[config.mk]
export PLATFORM = sky130hd
export DESIGN_NAME = ras_repair_flat
export DESIGN_NICKNAME = d
export VERILOG_FILES = /design/src/rtl/ras_repair_pkg.sv /design/src/rtl/ras_repair_if.sv /design/src/rtl/ras_commit_stack.sv /design/src/rtl/ras_repair.sv /design/src/flat_wrapper.sv
export SDC_FILE = /design/constraint.sdc
export NUM_CORES = 1
export LEC_CHECK = 0
export ABC_AREA = 0
export BUFFER_PORTS_ARGS = -buffer_cell sky130_fd_sc_hd__clkbuf_2
export CAP_MARGIN = 0
export CORE_MARGIN = 5
export CORE_UTILIZATION = 46
export DETAILED_ROUTE_END_ITERATION = 10
export SYNTH_ARGS = -nofsm -noshare
export SYNTH_HDL_FRONTEND = slang
export SYNTH_SLANG_ARGS = --single-unit
[constraint.sdc]
create_clock -name clk -period 4 [get_ports clk]
set_input_delay 0.2 -clock clk [delete_from_list [all_inputs] [get_ports clk]]
set_output_delay 0.2 -clock clk [all_outputs]
set_load 0.02 [all_outputs]
[src/rtl/ras_repair_pkg.sv]
// Shared fetch RAS configuration and repair sequencer state encoding.
// Used by the commit stack, the repair FSM and the fetch-stage RAS.
package ras_repair_pkg;

    localparam int CFG_SIZE_PC      = 32;
    localparam int CFG_SIZE_RAS     = 16;
    localparam int CFG_SIZE_RAS_LOG = 4;

    typedef enum logic [1:0] {
        IDLE = 2'd0,
        COPY = 2'd1,
        DONE = 2'd2
    } repair_state_e;

    // Return address is the slot after the call and its delay slot.
    function automatic logic [CFG_SIZE_PC-1:0] ret_addr(
        input logic [CFG_SIZE_PC-1:0] pc
    );
        return pc + CFG_SIZE_PC'(8);
    endfunction

endpackage

[src/rtl/ras_repair_if.sv]
// Retire-side commit inputs and write-only repair port toward the fetch RAS.
// master is the repair sequencer side, slave is the retire/fetch side.
interface ras_repair_if #(
    parameter int SIZE_PC      = ras_repair_pkg::CFG_SIZE_PC,
    parameter int SIZE_RAS_LOG = ras_repair_pkg::CFG_SIZE_RAS_LOG
);

    logic                    stall_i;
    logic                    commitValid_i;
    logic                    commitCall_i;
    logic                    commitRtr_i;
    logic [SIZE_PC-1:0]      commitPC_i;
    logic                    flagRecoverEX_i;

    logic                    repairValid_o;
    logic [SIZE_RAS_LOG-1:0] repairIdx_o;
    logic [SIZE_PC-1:0]      repairAddr_o;
    logic                    repairTosValid_o;
    logic [SIZE_RAS_LOG-1:0] repairTos_o;
    logic                    repairDone_o;
    logic                    busy_o;

    modport master (
        input  stall_i,
        input  commitValid_i,
        input  commitCall_i,
        input  commitRtr_i,
        input  commitPC_i,
        input  flagRecoverEX_i,
        output repairValid_o,
        output repairIdx_o,
        output repairAddr_o,
        output repairTosValid_o,
        output repairTos_o,
        output repairDone_o,
        output busy_o
    );

    modport slave (
        output stall_i,
        output commitValid_i,
        output commitCall_i,
        output commitRtr_i,
        output commitPC_i,
        output flagRecoverEX_i,
        input  repairValid_o,
        input  repairIdx_o,
        input  repairAddr_o,
        input  repairTosValid_o,
        input  repairTos_o,
        input  repairDone_o,
        input  busy_o
    );

endinterface

[src/rtl/ras_commit_stack.sv]
// Committed (architectural) return address stack: circular LIFO updated
// by retiring calls/returns, with a combinational read port for repair.
module ras_commit_stack
    import ras_repair_pkg::*;
#(
    parameter int SIZE_PC      = CFG_SIZE_PC,
    parameter int SIZE_RAS     = CFG_SIZE_RAS,
    parameter int SIZE_RAS_LOG = CFG_SIZE_RAS_LOG
) (
    input  logic                    clk,
    input  logic                    reset,
    input  logic                    commit_valid_i,
    input  logic                    commit_call_i,
    input  logic                    commit_rtr_i,
    input  logic [SIZE_PC-1:0]      commit_pc_i,
    input  logic [SIZE_RAS_LOG-1:0] rd_idx_i,
    output logic [SIZE_PC-1:0]      rd_data_o,
    output logic [SIZE_RAS_LOG-1:0] ctos_o,
    output logic                    update_o
);

    logic [SIZE_RAS_LOG-1:0] ctos_q;
    logic [SIZE_RAS_LOG-1:0] ctos_d;
    logic [SIZE_PC-1:0]      cstack_q [SIZE_RAS];
    logic [SIZE_PC-1:0]      cstack_d [SIZE_RAS];
    logic [SIZE_RAS_LOG-1:0] ctos_inc;
    logic [SIZE_RAS_LOG-1:0] ctos_dec;
    logic [SIZE_PC-1:0]      ret_pc;

    assign ctos_inc = ctos_q + SIZE_RAS_LOG'(1);
    assign ctos_dec = ctos_q - SIZE_RAS_LOG'(1);
    assign ret_pc   = commit_pc_i + SIZE_PC'(8);

    always_comb begin
        ctos_d   = ctos_q;
        cstack_d = cstack_q;
        if (commit_valid_i) begin
            unique case ({commit_call_i, commit_rtr_i})
                2'b10: begin
                    ctos_d           = ctos_inc;
                    cstack_d[ctos_inc] = ret_pc;
                end
                2'b01: ctos_d = ctos_dec;
                // Call+return replaces the top entry in place.
                2'b11: cstack_d[ctos_q] = ret_pc;
                default: ;
            endcase
        end
    end

    always_ff @(posedge clk) begin
        if (reset) begin
            ctos_q <= '0;
            for (int i = 0; i < SIZE_RAS; i++) begin
                cstack_q[i] <= '0;
            end
        end else begin
            ctos_q   <= ctos_d;
            cstack_q <= cstack_d;
        end
    end

    assign rd_data_o = cstack_q[rd_idx_i];
    assign ctos_o    = ctos_q;
    assign update_o  = commit_valid_i & (commit_call_i | commit_rtr_i);

endmodule

[src/rtl/ras_repair.sv]
// Repair sequencer: on recovery, streams the committed stack and its top
// pointer into the speculative fetch RAS one slot per cycle.
module ras_repair
    import ras_repair_pkg::*;
#(
    parameter int SIZE_PC      = CFG_SIZE_PC,
    parameter int SIZE_RAS     = CFG_SIZE_RAS,
    parameter int SIZE_RAS_LOG = CFG_SIZE_RAS_LOG
) (
    input logic          clk,
    input logic          reset,
    ras_repair_if.master rif
);

    localparam logic [SIZE_RAS_LOG-1:0] LAST_IDX = SIZE_RAS_LOG'(SIZE_RAS - 1);

    repair_state_e           state_q;
    repair_state_e           state_d;
    logic [SIZE_RAS_LOG-1:0] idx_q;
    logic [SIZE_RAS_LOG-1:0] idx_d;
    logic [SIZE_PC-1:0]      rd_data;
    logic [SIZE_RAS_LOG-1:0] ctos;
    logic                    stack_update;

    ras_commit_stack #(
        .SIZE_PC      (SIZE_PC),
        .SIZE_RAS     (SIZE_RAS),
        .SIZE_RAS_LOG (SIZE_RAS_LOG)
    ) u_stack (
        .clk            (clk),
        .reset          (reset),
        .commit_valid_i (rif.commitValid_i),
        .commit_call_i  (rif.commitCall_i),
        .commit_rtr_i   (rif.commitRtr_i),
        .commit_pc_i    (rif.commitPC_i),
        .rd_idx_i       (idx_q),
        .rd_data_o      (rd_data),
        .ctos_o         (ctos),
        .update_o       (stack_update)
    );

    always_comb begin
        state_d              = state_q;
        idx_d                = idx_q;
        rif.repairValid_o    = 1'b0;
        rif.repairIdx_o      = '0;
        rif.repairAddr_o     = '0;
        rif.repairTosValid_o = 1'b0;
        rif.repairTos_o      = '0;
        rif.repairDone_o     = 1'b0;
        rif.busy_o           = (state_q != IDLE);
        unique case (state_q)
            IDLE: begin
                if (rif.flagRecoverEX_i) begin
                    state_d = COPY;
                    idx_d   = '0;
                end
            end
            COPY: begin
                if (!rif.stall_i) begin
                    rif.repairValid_o = 1'b1;
                    rif.repairIdx_o   = idx_q;
                    rif.repairAddr_o  = rd_data;
                    if (idx_q == LAST_IDX) begin
                        rif.repairTosValid_o = 1'b1;
                        rif.repairTos_o      = ctos;
                        state_d              = DONE;
                    end else begin
                        idx_d = idx_q + SIZE_RAS_LOG'(1);
                    end
                end
                // A new recovery or a stack change invalidates the snapshot.
                if (rif.flagRecoverEX_i || stack_update) begin
                    state_d = COPY;
                    idx_d   = '0;
                end
            end
            DONE: begin
                rif.repairDone_o = 1'b1;
                state_d          = IDLE;
                if (rif.flagRecoverEX_i) begin
                    state_d = COPY;
                    idx_d   = '0;
                end
            end
            default: begin
                state_d = IDLE;
                idx_d   = '0;
            end
        endcase
    end

    always_ff @(posedge clk) begin
        if (reset) begin
            state_q <= IDLE;
            idx_q   <= '0;
        end else begin
            state_q <= state_d;
            idx_q   <= idx_d;
        end
    end

endmodule

[src/flat_wrapper.sv]
// flat-port wrapper written by rule: the top's interface ports become plain ports
module ras_repair_flat import ras_repair_pkg::*;
#(
    parameter int SIZE_PC      = CFG_SIZE_PC,
    parameter int SIZE_RAS     = CFG_SIZE_RAS,
    parameter int SIZE_RAS_LOG = CFG_SIZE_RAS_LOG
)
  (clk, reset, rif_stall_i, rif_commitValid_i, rif_commitCall_i, rif_commitRtr_i, rif_commitPC_i, rif_flagRecoverEX_i, rif_repairValid_o, rif_repairIdx_o, rif_repairAddr_o, rif_repairTosValid_o, rif_repairTos_o, rif_repairDone_o, rif_busy_o);
  ras_repair_if #(.SIZE_PC(SIZE_PC), .SIZE_RAS_LOG(SIZE_RAS_LOG)) rif_i ();
  input logic clk;
  input logic reset;
  input wire logic [$bits(rif_i.stall_i)-1:0] rif_stall_i;
  input wire logic [$bits(rif_i.commitValid_i)-1:0] rif_commitValid_i;
  input wire logic [$bits(rif_i.commitCall_i)-1:0] rif_commitCall_i;
  input wire logic [$bits(rif_i.commitRtr_i)-1:0] rif_commitRtr_i;
  input wire logic [$bits(rif_i.commitPC_i)-1:0] rif_commitPC_i;
  input wire logic [$bits(rif_i.flagRecoverEX_i)-1:0] rif_flagRecoverEX_i;
  output wire logic [$bits(rif_i.repairValid_o)-1:0] rif_repairValid_o;
  output wire logic [$bits(rif_i.repairIdx_o)-1:0] rif_repairIdx_o;
  output wire logic [$bits(rif_i.repairAddr_o)-1:0] rif_repairAddr_o;
  output wire logic [$bits(rif_i.repairTosValid_o)-1:0] rif_repairTosValid_o;
  output wire logic [$bits(rif_i.repairTos_o)-1:0] rif_repairTos_o;
  output wire logic [$bits(rif_i.repairDone_o)-1:0] rif_repairDone_o;
  output wire logic [$bits(rif_i.busy_o)-1:0] rif_busy_o;
  assign rif_i.stall_i = rif_stall_i;
  assign rif_i.commitValid_i = rif_commitValid_i;
  assign rif_i.commitCall_i = rif_commitCall_i;
  assign rif_i.commitRtr_i = rif_commitRtr_i;
  assign rif_i.commitPC_i = rif_commitPC_i;
  assign rif_i.flagRecoverEX_i = rif_flagRecoverEX_i;
  assign rif_repairValid_o = rif_i.repairValid_o;
  assign rif_repairIdx_o = rif_i.repairIdx_o;
  assign rif_repairAddr_o = rif_i.repairAddr_o;
  assign rif_repairTosValid_o = rif_i.repairTosValid_o;
  assign rif_repairTos_o = rif_i.repairTos_o;
  assign rif_repairDone_o = rif_i.repairDone_o;
  assign rif_busy_o = rif_i.busy_o;
  ras_repair #(.SIZE_PC(SIZE_PC), .SIZE_RAS(SIZE_RAS), .SIZE_RAS_LOG(SIZE_RAS_LOG)) u_core (.clk(clk), .reset(reset), .rif(rif_i));
endmodule
==> impl_metrics.env <==
export IMPL_status="complete, no violations"
export IMPL_path_max_fanout=50
export IMPL_cp_required_ns=3.80
export IMPL_min_period_ns=3.55
export IMPL_wl_per_cell_um=24.8
export IMPL_p_sw_mw=3.07
export IMPL_place_area_sq_um=26200
export IMPL_syn_inst=2752
export IMPL_synth_xor_area_frac=0.0115
export IMPL_port_buffers=82
export IMPL_synth_seq_cells=522
export IMPL_leakagePower_nw=8.39
export IMPL_netlist_area_sq_um=25100
export IMPL_synth_area_top_cells="dfxtp_1 42%, mux4_2 11%, a21oi_1 10%, nor3_1 9.7%, a211oi_1 6.7%"
export IMPL_coreArea_sq_um=53900
export IMPL_gp_congestion=0.894
export IMPL_vias=22500
export IMPL_maxSlewHeadroom=0.163
export IMPL_root_buffer="clkbuf_16"
export IMPL_initial_core_util=0.465
export IMPL_maxSlewViolCount=0
export IMPL_power_internal_mw=8.44
export IMPL_drive_above_1_share=0.190
export IMPL_finalHoldViolCount=0
export IMPL_min_path_cells=3
export IMPL_finClkSkew_ns=0.0299
export IMPL_clock_latency_ns=0.62
export IMPL_final_area_sq_um=27900
export IMPL_via_per_inst=6.60
export IMPL_busiest_layer="met2"
export IMPL_grt_met1_usage=0.381
export IMPL_synth_simple_gate_area_share=0.152
export IMPL_io_pin_count=83
export IMPL_avgSynthCellArea_sq_um=9.12
export IMPL_fmax_mhz=282
export IMPL_synth_top_cell_area_share=0.416
export IMPL_first_pass_iters=5
export IMPL_clk_pin_slew_ns=0.06
export IMPL_layout_commonest_cell="dfxtp_1"
export IMPL_end_kind="output pin"
export IMPL_setup_violations_final=0
export IMPL_cts_buffers=54
export IMPL_wirelength_mm=84.6
export IMPL_p_seq_frac=0.467
export IMPL_first_global_vias=21600
export IMPL_ir_drop_mv=0.351
export IMPL_cts_setup_buffers=0
export IMPL_start_kind="flop"
export IMPL_die_area_sq_um=59300
export IMPL_yosys_warnings=0
export IMPL_rows=85
export IMPL_crit_arrival_ns=3.35
export IMPL_cts_htree_levels=2
export IMPL_synthesis_nets=2803
export IMPL_ant_nets=0
export IMPL_yosys_area_top_type="dfxtp_1"
export IMPL_die_h_um=244
export IMPL_r2r_slack_ns=0.91
export IMPL_synth_top_family_by_area="compound AO/OA/AOI/OAI gates"
export IMPL_dieWidth_um=244
export IMPL_cts_tree="built"
export IMPL_use_met3=0.0573
export IMPL_synth_compound_area_frac=0.230
export IMPL_rsz0062_at_grt="no"
export IMPL_grt_overflow_total=0
export IMPL_worst_hold_path_type="in2reg"
export IMPL_critPathKind="reg2out"
export IMPL_grt_pass1_wl_mm=130
export IMPL_tns_ns=0
export IMPL_grt_max_degree=114
export IMPL_ff2ff_path_depth=10
export IMPL_synth_fa_ha_area_frac=0.00598
export IMPL_power_switching_share=0.267
export IMPL_ys_seq_area_frac=0.416
export IMPL_drc=0
export IMPL_synth_edf_count=0
export IMPL_worstMarginPinSlew_ns=1.25
export IMPL_antenna_found_initial=3
export IMPL_synthFlopType="dfxtp_1"
export IMPL_muxShareOfSynthArea=0.128
export IMPL_gr_usage_all_layers=0.273
export IMPL_drv_cap=0
export IMPL_async_reset_ff_frac=0
export IMPL_layout_common_cells="518 x dfxtp_1, 515 x a21oi_1, 488 x nor3_1, 223 x a211oi_1, 128 x mux4_2"
export IMPL_finalCritPeriodShare=0.886
export IMPL_cts_sinks=522
export IMPL_clkPwrFrac=0.430
export IMPL_use_met2=0.416
export IMPL_yosys_cell_types_count=52
export IMPL_finalNetCount=2718
export IMPL_drt_iter0_markers=2498
export IMPL_cts_path_max_buffers=3
export IMPL_comb_power_share=0.103
export IMPL_powerDensity_nw_per_um2=412
export IMPL_hpwl_mm=52.7
export IMPL_areaGrowthSynthToFinish_pct=11.3
state kept, by name, indices dropped and copies added, names as in the netlist:
| register | cells |
|---|---|
| u_core.u_stack.ctos_o | 4 |
| u_core.state_q | 2 |
| u_core.u_stack.cstack_q | 512 |
| u_core.idx_q | 4 |
cells by family (layout without fill, tap and decap cells):
group,after synthesis,in the layout
AOI/OAI and AO/OA,939,939
xor gates and xnor gates,32,32
adders and majority gates,12,12
buffers and inverters,353,309
DFF,522,522
muxes,162,162
other,0,1
and+or+nand+nor,732,732
power by group through the flow:
stage               logic [mW]  clock network, mW  registers (mW)
global route              1.26               5.26            5.39
finish                    1.19               4.95            5.38
detailed placement        1.16                  0            5.49
CTS                       1.17               5.02            5.37
global placement          1.14                  0            5.48
floorplan                0.755                  0            5.46
cell usage after synthesis, types with 3 or more instances:
| cell | n |
|---|---|
| xnor2_1 | 19 |
| nor2b_1 | 37 |
| a211oi_2 | 50 |
| and3_1 | 3 |
| o21a_1 | 27 |
| mux4_2 | 128 |
| and2_1 | 11 |
| dfxtp_1 | 522 |
| nand2_1 | 25 |
| nor4_2 | 3 |
| a31oi_1 | 14 |
| or2_2 | 3 |
| nor3_1 | 488 |
| nor3_2 | 4 |
| nor2_1 | 43 |
| mux2i_1 | 34 |
| nand4_1 | 10 |
| clkbuf_1 | 270 |
| nor4_1 | 8 |
| o21ai_0 | 81 |
| a21oi_1 | 515 |
| nand3_1 | 76 |
| a221oi_1 | 3 |
| xor2_1 | 12 |
| buf_1 | 29 |
| ha_1 | 12 |
| a211oi_1 | 223 |
| nand2b_1 | 7 |
| o21ai_1 | 12 |
| or3_1 | 3 |
| buf_2 | 41 |
| inv_1 | 9 |
cell type report:
class | instances | area [sq um]
fillers | 4934 | 26000
multi-input cells | 1877 | 13400
flip-flops and latches | 522 | 10500
clock buffers | 79 | 1590
repair buffers | 203 | 1460
well taps | 696 | 871
clock inverters | 18 | 146
inverters | 9 | 33.8
diodes | 1 | 2.50
path summary, 6_finish.rpt:
| kind | endpoint | start |
|---|---|---|
| worst max-delay path | rif_repairAddr_o[17] | u_core.idx_q[1]$_SDFFE_PP0P_ |
| worst min-delay path | u_core.state_q[0]$_SDFFE_PP0P_ | rif_stall_i |
| worst max register to register | u_core.u_stack.cstack_q[323]$_SDFFE_PP0P_ | u_core.u_stack.ctos_o[1]$_SDFFE_PP0P_ |
| worst min register to register | u_core.u_stack.cstack_q[36]$_SDFFE_PP0P_ | u_core.u_stack.cstack_q[36]$_SDFFE_PP0P_ |
stage by stage:
step	setup WS, ns	hold WS (ns)	total power, mW	std cells	utilization
final	0.455	0.0856	11.5	3405	0.518
after global routing	0.351	0.104	11.9	3405	0.518
after CTS	0.582	0.0541	11.6	3404	0.518
after detailed placement	0.942	0.464	6.65	3306	0.486
after global placement	1.05	0.458	6.63	3306	0.486
after floorplan	1.61	0.379	6.22	2752	-
worst max-delay path: stages, from the launching register on:
cell and delay [ns]:
dfxtp_4 0.91, buf_4 0.46, mux4_2 0.26, mux2i_1 0.08, a211oi_1 0.69, clkbuf_2 0.30
layer usage:
metal / wire, um / share of wire
met1: 35700 / 0.42
met4: 3370 / 0.040
met3: 7490 / 0.089
met5: 28 / 0.00033
met2: 38000 / 0.45
timing repair:
item,4_1_cts,5_1_grt
gates resized for setup,0,0
hold buffers,1,0
hold endpoints to repair,6,0
(Power assumes the default switching activity.)
